$ cat src/rtl/pipeline_pkg.sv
// rtl/pipeline_pkg.sv - shared writeback-stage types, funct3 load encodings and result select helper.

package pipeline_pkg;

  localparam int XLEN    = 64;
  localparam int REG_AW  = 5;

  typedef enum logic [1:0] {
    IDLE  = 2'd0,
    WRITE = 2'd1,
    HOLD  = 2'd2
  } wb_state_t;

  localparam logic [2:0] LB  = 3'b000;
  localparam logic [2:0] LH  = 3'b001;
  localparam logic [2:0] LW  = 3'b010;
  localparam logic [2:0] LD  = 3'b011;
  localparam logic [2:0] LBU = 3'b100;
  localparam logic [2:0] LHU = 3'b101;
  localparam logic [2:0] LWU = 3'b110;

  // Link beats load beats ALU: JAL/JALR never have mem_to_reg set, but the order is fixed regardless.
  function automatic logic [XLEN-1:0] select_wdata(
    input logic            link,
    input logic            mem_to_reg,
    input logic [XLEN-1:0] pc_plus4,
    input logic [XLEN-1:0] load_result,
    input logic [XLEN-1:0] alu_data
  );
    if (link) begin
      return pc_plus4;
    end else if (mem_to_reg) begin
      return load_result;
    end else begin
      return alu_data;
    end
  endfunction

endpackage

$ cat src/rtl/load_align.sv
// rtl/load_align.sv - shifts a cache doubleword to the load byte offset and sign/zero extends by funct3.

module load_align
  import pipeline_pkg::*;
(
  input  logic [XLEN-1:0] loaded_data,
  input  logic [2:0]      addr_low,
  input  logic [2:0]      funct3,
  output logic [XLEN-1:0] result
);

  logic [XLEN-1:0] shifted;

  // Logical shift: bytes past the top of the doubleword come back as zero on misaligned access.
  assign shifted = loaded_data >> {addr_low, 3'b000};

  always_comb begin
    result = '0;
    case (funct3)
      LB:      result = {{56{shifted[7]}},  shifted[7:0]};
      LH:      result = {{48{shifted[15]}}, shifted[15:0]};
      LW:      result = {{32{shifted[31]}}, shifted[31:0]};
      LD:      result = shifted;
      LBU:     result = {56'd0, shifted[7:0]};
      LHU:     result = {48'd0, shifted[15:0]};
      LWU:     result = {32'd0, shifted[31:0]};
      default: result = '0;
    endcase
  end

endmodule

$ cat src/rtl/writeback_stage.sv
// rtl/writeback_stage.sv - MEM/WB capture, register-file write, scoreboard release and retire counter.
// Optional WB_FORWARD_EN adds the fwd_valid/fwd_rd/fwd_data bypass outputs.

module writeback_stage
  import pipeline_pkg::*;
(
  input  logic              clk,
  input  logic              reset,
  input  logic              memory_done,
  input  logic [XLEN-1:0]   loaded_data,
  input  logic [XLEN-1:0]   alu_data,
  input  logic [XLEN-1:0]   pc_plus4,
  input  logic [REG_AW-1:0] rd,
  input  logic              reg_write,
  input  logic              mem_to_reg,
  input  logic              link,
  input  logic [2:0]        funct3,
  output logic              mem_wb_pipeline_valid,
  output logic              rf_we,
  output logic [REG_AW-1:0] rf_waddr,
  output logic [XLEN-1:0]   rf_wdata,
  output logic              scoreboard_clr,
  output logic [REG_AW-1:0] scoreboard_rd,
  output logic [XLEN-1:0]   retire_count
`ifdef WB_FORWARD_EN
  ,
  output logic              fwd_valid,
  output logic [REG_AW-1:0] fwd_rd,
  output logic [XLEN-1:0]   fwd_data
`endif
);

  wb_state_t         state_q, state_d;
  logic              valid_q, valid_d;
  logic              we_q, we_d;
  logic              clr_q, clr_d;
  logic [REG_AW-1:0] waddr_q, waddr_d;
  logic [XLEN-1:0]   wdata_q, wdata_d;
  logic [XLEN-1:0]   retire_q, retire_d;
  logic [XLEN-1:0]   load_result;

  load_align u_load_align (
    .loaded_data (loaded_data),
    .addr_low    (alu_data[2:0]),
    .funct3      (funct3),
    .result      (load_result)
  );

  always_ff @(posedge clk) begin
    if (reset) begin
      state_q  <= IDLE;
      valid_q  <= 1'b0;
      we_q     <= 1'b0;
      clr_q    <= 1'b0;
      waddr_q  <= '0;
      wdata_q  <= '0;
      retire_q <= '0;
    end else begin
      state_q  <= state_d;
      valid_q  <= valid_d;
      we_q     <= we_d;
      clr_q    <= clr_d;
      waddr_q  <= waddr_d;
      wdata_q  <= wdata_d;
      retire_q <= retire_d;
    end
  end

  // Outputs are computed for the state being entered, so every port comes straight from a flop.
  always_comb begin
    state_d  = state_q;
    valid_d  = 1'b0;
    we_d     = 1'b0;
    clr_d    = 1'b0;
    waddr_d  = waddr_q;
    wdata_d  = wdata_q;
    retire_d = retire_q;
    case (state_q)
      IDLE: begin
        if (memory_done) begin
          state_d  = WRITE;
          valid_d  = 1'b1;
          we_d     = reg_write && (rd != '0);
          clr_d    = reg_write;
          waddr_d  = rd;
          wdata_d  = select_wdata(link, mem_to_reg, pc_plus4, load_result, alu_data);
          retire_d = retire_q + 64'd1;
        end
      end
      WRITE, HOLD: begin
        // memory_done still high means the producer has not yet seen the ack; park without recapturing.
        if (memory_done) begin
          state_d = HOLD;
          valid_d = 1'b1;
        end else begin
          state_d = IDLE;
        end
      end
      default: state_d = IDLE;
    endcase
  end

  assign mem_wb_pipeline_valid = valid_q;
  assign rf_we                 = we_q;
  assign rf_waddr              = waddr_q;
  assign rf_wdata              = wdata_q;
  assign scoreboard_clr        = clr_q;
  assign scoreboard_rd         = waddr_q;
  assign retire_count          = retire_q;

`ifdef WB_FORWARD_EN
  logic fwd_valid_q, fwd_valid_d;

  always_comb begin
    fwd_valid_d = 1'b0;
    case (state_q)
      IDLE:        fwd_valid_d = memory_done && reg_write && (rd != '0);
      WRITE, HOLD: fwd_valid_d = memory_done && fwd_valid_q;
      default:     fwd_valid_d = 1'b0;
    endcase
  end

  always_ff @(posedge clk) begin
    if (reset) begin
      fwd_valid_q <= 1'b0;
    end else begin
      fwd_valid_q <= fwd_valid_d;
    end
  end

  assign fwd_valid = fwd_valid_q;
  assign fwd_rd    = waddr_q;
  assign fwd_data  = wdata_q;
`endif

endmodule
$ cat config.mk
export PLATFORM = sky130hd
export DESIGN_NAME = writeback_stage
export DESIGN_NICKNAME = d
export VERILOG_FILES = /design/src/rtl/pipeline_pkg.sv /design/src/rtl/load_align.sv /design/src/rtl/writeback_stage.sv
export SDC_FILE = /design/constraint.sdc
export NUM_CORES = 1
export LEC_CHECK = 0
export BUFFER_PORTS_ARGS = -buffer_cell sky130_fd_sc_hd__buf_2
export CAP_MARGIN = 0
export CORE_UTILIZATION = 35
export DETAILED_ROUTE_END_ITERATION = 10
export GPL_TIMING_DRIVEN = 0
export HOLD_SLACK_MARGIN = 0.08
export REMOVE_ABC_BUFFERS = 1
export SLEW_MARGIN = 0
export SYNTH_ARGS = -nofsm -noshare
export SYNTH_HDL_FRONTEND = slang
export SYNTH_SLANG_ARGS = --single-unit
$ cat constraint.sdc
create_clock -name clk -period 6.05 [get_ports clk]
set_input_delay 1.21 -clock clk [delete_from_list [all_inputs] [get_ports clk]]
set_output_delay 1.21 -clock clk [all_outputs]
set_load 0.05 [all_outputs]
==> impl_results.md <==
* Peak Freq at 227 MHz
* Final min period at 4400 ps
* Tot GR Track Use at a little over a quarter
* Total chip power at 2.77 mW
* Clk slew on worst S/H paths at approximately 70 ps
* Post-layout nets at 1671
* Die W at 165 µm
* Synth area leader: dfxtp_1
* CTS sink cnt at approximately 140
* Sw Ratio at 35.6%
* Initial antenna violation count at 13
* Clock Skew at 20.3 ps
* Critical Path Start Type: primary input
* Area added between synthesis and finish at 26.4%
* CTS Hold Bufs at 0
* CP max FO at 54
* Netlist cell types at 60
* Part of the Yosys area used for sequential elements at 29.8%
* CTS Buf Count at 17
* H-Tree Depth at 4
* Syn Inst Count at approximately 1.2k
* WP data arrival at ~4800 ps
* FP Rows at between 50 and 60
* Post-CTS sizing at 0
* Post-synth EDFFs at 0
* Power Density at about 240 mW/mm²
* CTS root buf: clkbuf_16
* Total negative slack at 0 ps
* Worst-margin pin slew at 1270 ps
* # port buffers at about 350
* Vias/cell at ~5.7
* Setup crit end kind: flip-flop
* DRC errors left at 0
* Skew-Pair Late Insertion Delay at 430 ps
* Largest net degree at the start of global routing at between 90 and 100
* Final setup viols at 0
* CTS tree: done
* IO Pins at ~350
* #FFs+latches synth at 138
* Gpl congestion at approximately 0.9
* VDD IR max at 0.197 mV
* Routed WL per cell at roughly 20 µm
* Hold slack at 469 ps
* RSZ-0062 raised after global routing: false
* Post-synth top area share at 29.8%
* Ys flop type: dfxtp_1
* Outcome: finished clean
* Commonest cells post-synth: nor2_1, dfxtp_1, a21oi_1, clkbuf_1, nand2_1
* Syn_area_per_cell at around 7.8 µm²
* Worst Reg2Reg Path Length in Cells at 8
* Drt pass-1 iters at 5
* Max Cap Violations at 0
* First-pass GRT wire length at 54600 µm
* Final WL at roughly 36000 µm
* Vias in the first global route at 9619
* Cell Area, Synth at 0.00927 mm²
* Clock buffer depth at 2
* Switch Pwr at 987 µW
* Core Box Area at 0.0261 mm²
* Slew Limit Fails at 0
* Layout Utilization at approximately 45%
* Critical Path RT at 6410 ps
* Dpl hpwl at ~26000 µm
* Power Internal at 1.78 mW
* Via count at about 10k
* Post-CTS setup buffers at 0
* Final worst path period share at 72.8%
* Slew margin rel. at ~15%
* Asr flop ratio synth at 0%
* Hold Fails Final Rpt at 0
* Placement Setup Slack at between 1000 and 1500 ps
* Comb pwr share at a little over a quarter
* Area contributors post-synth: dfxtp_1, nor2_1, a21oi_1, mux4_2, a211oi_1
* Grt total ovfl at 0
* Seq pwr share at 35.5%
* Antenna viol nets, final at 0
* Leakage power at 4.93 nW
* Total number of yosys warnings at 0
* Share of cells above drive strength 1 at 30.3%
* Clock power frac at between 30% and 40%
* Initial DRC Count at 857
* Hold Path Class: flip-flop to flip-flop
* Setup ws final at 1650 ps
* Die H at 165 µm
* Most common cell in the netlist: nor2_1
* Die area at 0.0272 mm²
* Critical path class: primary input to flip-flop
* Initial Util at 35.6%
* Hold Path Depth at 2
[power groups by stage]
stage	sequential, mW	combinational, mW	clock [mW]
after floorplan	1.17	0.302	0
after global placement	1.00	0.747	0
after detailed placement	1.00	0.756	0
after CTS	0.982	0.758	1.06
after global routing	0.987	0.817	1.09
final	0.982	0.759	1.03
[metal layers]
layer | global-route usage (%) | part of all wire, %
met5 | 0 | 0.21
met4 | 9.55 | 2.7
met3 | 7.16 | 7.9
met2 | 43.5 | 49
met1 | 32.5 | 41
[cell families after synthesis]
logic type,count (synthesis),share of synthesized area [%]
compound gates,364,25.9
xor+xnor,25,2.36
fa+ha+maj,3,0.405
buf+inv,161,7.27
flops,138,29.8
mux,77,11.6
simple gates,421,22.7
[worst max-delay path, cell delays in order]
cell      delay (ps)
buf_2            870
clkinv_1         620
mux4_2           490
o32ai_1         1080
o21ai_0          270
a21oi_1          190
[flip-flops by register name (all words and copies together) (netlist names)]
register               count
state_q                    2
mem_wb_pipeline_valid      1
rf_waddr                   5
scoreboard_clr             1
retire_count              64
rf_we                      1
rf_wdata                  64
[per-stage QoR]
stage	instances	instance area, µm²
finish	1816	11700
detailed placement	1778	11200
global route	1813	11700
CTS	1809	11700
floorplan	1091	8840
global placement	1772	11000
[path summary, 6_finish.rpt]
check,startpoint,to,slack [ps]
max,alu_data[1],rf_wdata[25],1650
min,rf_waddr[3],rf_waddr[3],470
max reg2reg,state_q[0],rf_wdata[20],2920
min reg2reg,rf_waddr[3],rf_waddr[3],470
[placed cells by master, fill, tap and decap left out, drive strengths merged, types with 4 or more instances in the layout]
cell type / synthesis / final
and4: 7 / 7
a21oi: 120 / 120
buf: 33 / 352
nand4: 20 / 20
nand2b: 6 / 6
dfxtp: 138 / 138
inv: 60 / 63
mux2i: 29 / 29
o22ai: 11 / 11
nor2b: 10 / 10
nand2: 62 / 62
clkbuf: 65 / 18
o2bb2ai: 10 / 10
a22oi: 7 / 7
xor2: 10 / 10
clkinv: 3 / 10
o21ai: 57 / 57
nand3: 25 / 25
nand3b: 7 / 7
a221oi: 37 / 37
xnor2: 15 / 15
nor2: 163 / 163
o311ai: 4 / 4
mux2: 26 / 26
and2: 9 / 9
a211oi: 54 / 54
or4: 30 / 30
o31ai: 31 / 31
and3: 17 / 17
nor3b: 6 / 6
mux4: 22 / 22
or3: 11 / 11
a221o: 13 / 13
a31oi: 5 / 5
nor3: 40 / 40
diode: 0 / 7
[layout make-up]
class / instances / area (µm²)
Multi-Input combinational cell: 890 / 5860
Inverter: 63 / 236
Fill cell: 2726 / 14300
Timing Repair Buffer: 352 / 1880
Clock buffer: 18 / 429
Tap cell: 335 / 419
Sequential cell: 138 / 2760
Antenna cell: 7 / 17.5
Clock inverter: 13 / 121
(Power assumes the default switching activity.)
